File: src/rtl/booth_operand_prep_if.sv
// Operand/result bus for the Booth operand-prep front end.
// The master is the producer/consumer side. The slave is the prep block.
interface booth_operand_prep_if #(
    parameter int bits = 32
);
    logic                flush;
    logic                in_valid;
    logic                in_ready;
    logic                signed_mode;
    logic [bits-1:0]     a;
    logic [bits-1:0]     b;
    logic                out_valid;
    logic                out_ready;
    logic [2*bits-1:0]   x;
    logic [2*bits-1:0]   _x;
    logic [2*bits-1:0]   zx;
    logic [2*bits-1:0]   _zx;
    logic [bits+2:0]     y;

    modport master (
        output flush, in_valid, signed_mode, a, b, out_ready,
        input  in_ready, out_valid, x, _x, zx, _zx, y
    );

    modport slave (
        input  flush, in_valid, signed_mode, a, b, out_ready,
        output in_ready, out_valid, x, _x, zx, _zx, y
    );
endinterface

File: src/rtl/booth_operand_prep.sv
// Two-stage operand preparation for the radix-4 Booth multiplier.
// Stage 1 captures the operands and builds the extended X and the y word.
// Stage 2 registers the Booth multiples +X, -X, +2X and -2X.
// All outputs come straight from stage-2 registers.
module booth_operand_prep #(
    parameter int bits = 32
) (
    input  logic                 clk,
    input  logic                 rst,
    booth_operand_prep_if.slave  bus
);
    localparam int W = 2 * bits;

    logic            r_v1, r_v2;
    logic [W-1:0]    r_x1;
    logic [bits+2:0] r_y1;
    logic [W-1:0]    r_x, r_nx, r_zx, r_nzx;
    logic [bits+2:0] r_y;

    logic            w_in_hs, w_out_hs, w_s2_load;
    logic            w_ext_a, w_ext_b;
    logic [W-1:0]    w_x2;

    // in_ready depends only on pipeline state and out_ready, never on in_valid.
    assign bus.in_ready = !r_v1 || !r_v2 || bus.out_ready;
    assign w_in_hs      = bus.in_valid && bus.in_ready;
    assign w_out_hs     = r_v2 && bus.out_ready;
    assign w_s2_load    = r_v1 && (!r_v2 || bus.out_ready);

    assign w_ext_a = bus.a[bits-1] & bus.signed_mode;
    assign w_ext_b = bus.b[bits-1] & bus.signed_mode;
    assign w_x2    = {r_x1[W-2:0], 1'b0};

    // Valid bits. flush empties both stages and takes priority over any handshake.
    always_ff @(posedge clk or posedge rst) begin
        if (rst) begin
            r_v1 <= 1'b0;
            r_v2 <= 1'b0;
        end else if (bus.flush) begin
            r_v1 <= 1'b0;
            r_v2 <= 1'b0;
        end else begin
            if (w_in_hs)
                r_v1 <= 1'b1;
            else if (w_s2_load)
                r_v1 <= 1'b0;
            if (w_s2_load)
                r_v2 <= 1'b1;
            else if (w_out_hs)
                r_v2 <= 1'b0;
        end
    end

    // Stage 1: build the extended multiplicand and the padded multiplier word.
    always_ff @(posedge clk or posedge rst) begin
        if (rst) begin
            r_x1 <= '0;
            r_y1 <= '0;
        end else if (w_in_hs && !bus.flush) begin
            r_x1 <= {{bits{w_ext_a}}, bus.a};
            r_y1 <= {w_ext_b, w_ext_b, bus.b, 1'b0};
        end
    end

    // Stage 2: register the Booth multiples. Negations wrap modulo 2^W.
    // These registers change only when stage 2 loads.
    always_ff @(posedge clk or posedge rst) begin
        if (rst) begin
            r_x   <= '0;
            r_nx  <= '0;
            r_zx  <= '0;
            r_nzx <= '0;
            r_y   <= '0;
        end else if (w_s2_load && !bus.flush) begin
            r_x   <= r_x1;
            r_nx  <= ~r_x1 + 1'b1;
            r_zx  <= w_x2;
            r_nzx <= ~w_x2 + 1'b1;
            r_y   <= r_y1;
        end
    end

    assign bus.out_valid = r_v2;
    assign bus.x         = r_x;
    assign bus._x        = r_nx;
    assign bus.zx        = r_zx;
    assign bus._zx       = r_nzx;
    assign bus.y         = r_y;
endmodule

File: src/flat_wrapper.sv
// flat-port wrapper written by rule: the top's interface ports become plain ports
module booth_operand_prep_flat 
#(
    parameter int bits = 32
)
  (clk, rst, bus_flush, bus_in_valid, bus_signed_mode, bus_a, bus_b, bus_out_ready, bus_in_ready, bus_out_valid, bus_x, bus__x, bus_zx, bus__zx, bus_y);
  booth_operand_prep_if #(.bits(bits)) bus_i ();
  input  logic clk;
  input  logic rst;
  input wire logic [$bits(bus_i.flush)-1:0] bus_flush;
  input wire logic [$bits(bus_i.in_valid)-1:0] bus_in_valid;
  input wire logic [$bits(bus_i.signed_mode)-1:0] bus_signed_mode;
  input wire logic [$bits(bus_i.a)-1:0] bus_a;
  input wire logic [$bits(bus_i.b)-1:0] bus_b;
  input wire logic [$bits(bus_i.out_ready)-1:0] bus_out_ready;
  output wire logic [$bits(bus_i.in_ready)-1:0] bus_in_ready;
  output wire logic [$bits(bus_i.out_valid)-1:0] bus_out_valid;
  output wire logic [$bits(bus_i.x)-1:0] bus_x;
  output wire logic [$bits(bus_i._x)-1:0] bus__x;
  output wire logic [$bits(bus_i.zx)-1:0] bus_zx;
  output wire logic [$bits(bus_i._zx)-1:0] bus__zx;
  output wire logic [$bits(bus_i.y)-1:0] bus_y;
  assign bus_i.flush = bus_flush;
  assign bus_i.in_valid = bus_in_valid;
  assign bus_i.signed_mode = bus_signed_mode;
  assign bus_i.a = bus_a;
  assign bus_i.b = bus_b;
  assign bus_i.out_ready = bus_out_ready;
  assign bus_in_ready = bus_i.in_ready;
  assign bus_out_valid = bus_i.out_valid;
  assign bus_x = bus_i.x;
  assign bus__x = bus_i._x;
  assign bus_zx = bus_i.zx;
  assign bus__zx = bus_i._zx;
  assign bus_y = bus_i.y;
  booth_operand_prep #(.bits(bits)) u_core (.clk(clk), .rst(rst), .bus(bus_i));
endmodule
File: config.mk
export PLATFORM = sky130hd
export DESIGN_NAME = booth_operand_prep_flat
export DESIGN_NICKNAME = d
export VERILOG_FILES = /design/src/rtl/booth_operand_prep_if.sv /design/src/rtl/booth_operand_prep.sv /design/src/flat_wrapper.sv
export SDC_FILE = /design/constraint.sdc
export NUM_CORES = 1
export LEC_CHECK = 0
export CELL_PAD_IN_SITES_DETAIL_PLACEMENT = 0
export CELL_PAD_IN_SITES_GLOBAL_PLACEMENT = 1
export CORE_MARGIN = 4
export CORE_UTILIZATION = 36
export DETAILED_ROUTE_END_ITERATION = 7
export GPL_TIMING_DRIVEN = 0
export PLACE_DENSITY = 0.83
export SYNTH_ARGS = -nofsm -noshare
export SYNTH_HDL_FRONTEND = slang
export SYNTH_SLANG_ARGS = --single-unit
File: constraint.sdc
create_clock -name clk -period 18.1 [get_ports clk]
set_clock_uncertainty 0.15 [all_clocks]
set_input_delay 1.81 -clock clk [delete_from_list [all_inputs] [get_ports clk]]
set_output_delay 1.81 -clock clk [all_outputs]
set_load 0.02 [all_outputs]
==> impl_metrics.csv <==
group,metric,value,unit
outcome,status,"complete, no violations",
timing,min_period,5.28,ns
power,ir_worst_vdd,0.0577,mV
timing,setup_ws,12.82,ns
timing,hold_slack,0.316,ns
critical_path,critical_path.max_fanout,9,
die,die-area,28200,um^2
power,p_leak,6.48,nW
timing,fmax,0.189,GHz
grt,gr-total-overflow,0,
timing,final-max-slew-violation-count,0,
routing,drt_pass1_iterations,4,
routing,vias_per_cell,4.57,
critical_path,start_kind,"input port",
die,chipWidth,168,um
critical_path,rrSetupSlack,15.26,ns
critical_path,path_cells,"clkdlybuf4s50_1 > nor2b_1 > clkbuf_1 > nand2_1 > clkdlybuf4s50_1",
clocking,clock_sinks,197,
placement,place_hpwl,20700,um
timing,slew_headroom,35.8,%
synthesis,synth_xor_area_share,0.666,%
routing,drc,0,
placement,place_inst,1566,
placement,io_buffers,359,
clocking,numCtsBuffers,17,
synthesis,muxShareOfSynthArea,8.05,%
critical_path,crit_top_cell,"clkdlybuf4s50_1",
clocking,postCtsResizedCells,0,
clocking,clk_latency,0.43,ns
layout,finish.utilization,55.2,%
placement,placement.cell_area,13300,um^2
synthesis,synth-edff-count,0,
synthesis,ys_warn_count,0,
synthesis,synth_adder_area_share,0.136,%
synthesis,synth_top_family_by_area,"buffers and inverters",
synthesis,async_flop_share,100,%
worst_hold_path,hp-class,"reg2reg",
synthesis,synth_seq_cells,197,
timing,setup_viol_count_final,0,
layout,final_cells,1598,
placement,place_ws,12.81,ns
clocking,cts_hold_buf,0,
timing,hold_viol_final,0,
placement,gp_congestion,0.768,
layout,stdcell_area,13900,um^2
grt,grt_pass1_wl,42400,um
clocking,cts_tree,"built",
timing,rsz0062_at_grt,"no",
die,rows,58,
critical_path,cp.arrival,3.32,ns
synthesis,yosysSeqAreaShare,53.5,%
timing,setup_tns,0,ns
die,core,25200,um^2
layout,drive_above_1_share,22.3,%
layout,final_common_cell,"clkdlybuf4s50_1",
die,boundaryPins,363,
timing,finalCritPeriodShare,29.2,%
routing,drtIter0Drc,338,
synthesis,synthSimpleGateAreaFrac,14.2,%
synthesis,synth_compound_area_share,7.26,%
grt,antenna_found_initial,4,
critical_path,cp_slowest_cell,"clkdlybuf4s50_1",
layout,area_growth,51.1,%
routing,via_count,7298,
clocking,max-clock-path-buffers,2,
grt,grt.total_usage,18.8,%
synthesis,synth_cells,873,
clocking,clk_pin_slew_worst_paths,0.08,ns
clocking,postCtsSetupBuffers,0,
critical_path,crit_required,16.14,ns
layout,nNetsFinal,1326,
grt,grt_max_degree,109,
critical_path,cp-end-kind,"output port",
critical_path,critPathMaxStageDelay,0.56,ns
grt,first_global_vias,7353,
routing,routedWlPerCell,16.8,um
clocking,htreeDepth,4,
synthesis,synth_cell_types,49,
job,max-cap-violations,0,
critical_path,critPathKind,"in2out",
layout,final_cell_mix,"359 x clkdlybuf4s50_1, 205 x nand2_1, 196 x dfrtp_1",
power,powerDensity,125,nW/um^2
synthesis,synth_area_per_cell,10.5,um^2
synthesis,synth_ff_type,"dfrtp_1",
routing,drtAntennaViolNets,0,
routing,drt-total-wl,26900,um
die,start_util,36.6,%
timing,tightest_slew,0.955,ns
layout,diodes,0,
clocking,cts_root_buf,"clkbuf_16",
synthesis,syn_area,9210,um^2
power,p_total,1.74,mW
die,die_y,168,um
final timing paths:
check,startpoint,end,cells past startpoint
setup / recovery,bus_out_ready,bus_in_ready,5
hold / removal,u_core.r_y1[4],u_core.bus.y[4],2
setup reg to reg,u_core.bus.out_valid,u_core.bus._zx[27],8
hold reg to reg,u_core.r_y1[4],u_core.bus.y[4],2
max in group asynchronous,rst,u_core.r_x1[15],3
min in group asynchronous,rst,u_core.r_y1[13],2
worst max-delay path: cells and delay by family:
| family | cells | cell delay, ns |
|---|---|---|
| buf+inv | 3 | 1.28 |
| simple gates | 2 | 0.23 |
layer usage:
metal	wire [um]	track usage [%]	vias up
li1	-	-	3513
met1	11300	23.9	3505
met2	13200	32.1	251
met3	2050	5.47	23
met4	252	3.92	6
met5	40	0	-
power by group:
part / leakage (nW) / internal [mW] / switching (mW) / total [mW]
clock network: 0.305 / 0.213 / 0.189 / 0.402
logic: 3.78 / 0.394 / 0.339 / 0.733
registers: 2.40 / 0.527 / 0.0812 / 0.609
total: 6.48 / 1.13 / 0.610 / 1.74
cells in the mapped netlist (7+ instances only):
| master | n | share of area, % |
|---|---|---|
| a211o_1 | 11 | 1.0 |
| a21o_1 | 32 | 2.6 |
| buf_4 | 165 | 13 |
| clkbuf_1 | 30 | 1.2 |
| dfrtp_1 | 197 | 54 |
| inv_1 | 14 | 0.57 |
| mux2_2 | 64 | 7.8 |
| nand2_1 | 205 | 8.4 |
| nand3_1 | 12 | 0.65 |
| nand4_1 | 12 | 0.82 |
| nor2_1 | 12 | 0.49 |
| nor3_1 | 7 | 0.38 |
| nor4_1 | 8 | 0.54 |
| o21ai_0 | 22 | 1.2 |
| o31ai_1 | 9 | 0.73 |
registers in the layout, summed over array words and instances, names as in the netlist:
name                  flops
u_core.bus._zx           62
u_core.bus.y             33
u_core.r_x1              33
u_core.r_y1              33
u_core.bus.x             32
u_core.bus._x             2
u_core.bus.out_valid      1
u_core.r_v1               1
cell type report:
type | instances | area, um^2
timing repair buffer | 361 | 3640
buffer | 208 | 1430
sequential | 197 | 4930
clock buffer | 17 | 425
clock inverter | 15 | 205
inverter | 14 | 60.1
tap | 330 | 413
multi-input combinational | 456 | 2800
fill | 2262 | 11300
kinds of logic (layout without fill, tap and decap cells):
| logic type | count (synthesis) | in the layout |
|---|---|---|
| adder cells (fa/ha/maj) | 1 | 1 |
| flip-flops | 197 | 197 |
| XOR/XNOR | 7 | 7 |
| buffers and inverters | 222 | 615 |
| AO/OA/AOI/OAI | 92 | 92 |
| multiplexers | 66 | 66 |
| AND/OR/NAND/NOR | 287 | 287 |
| other | 1 | 3 |
No activity file was read; power rests on OpenSTA's default activity.
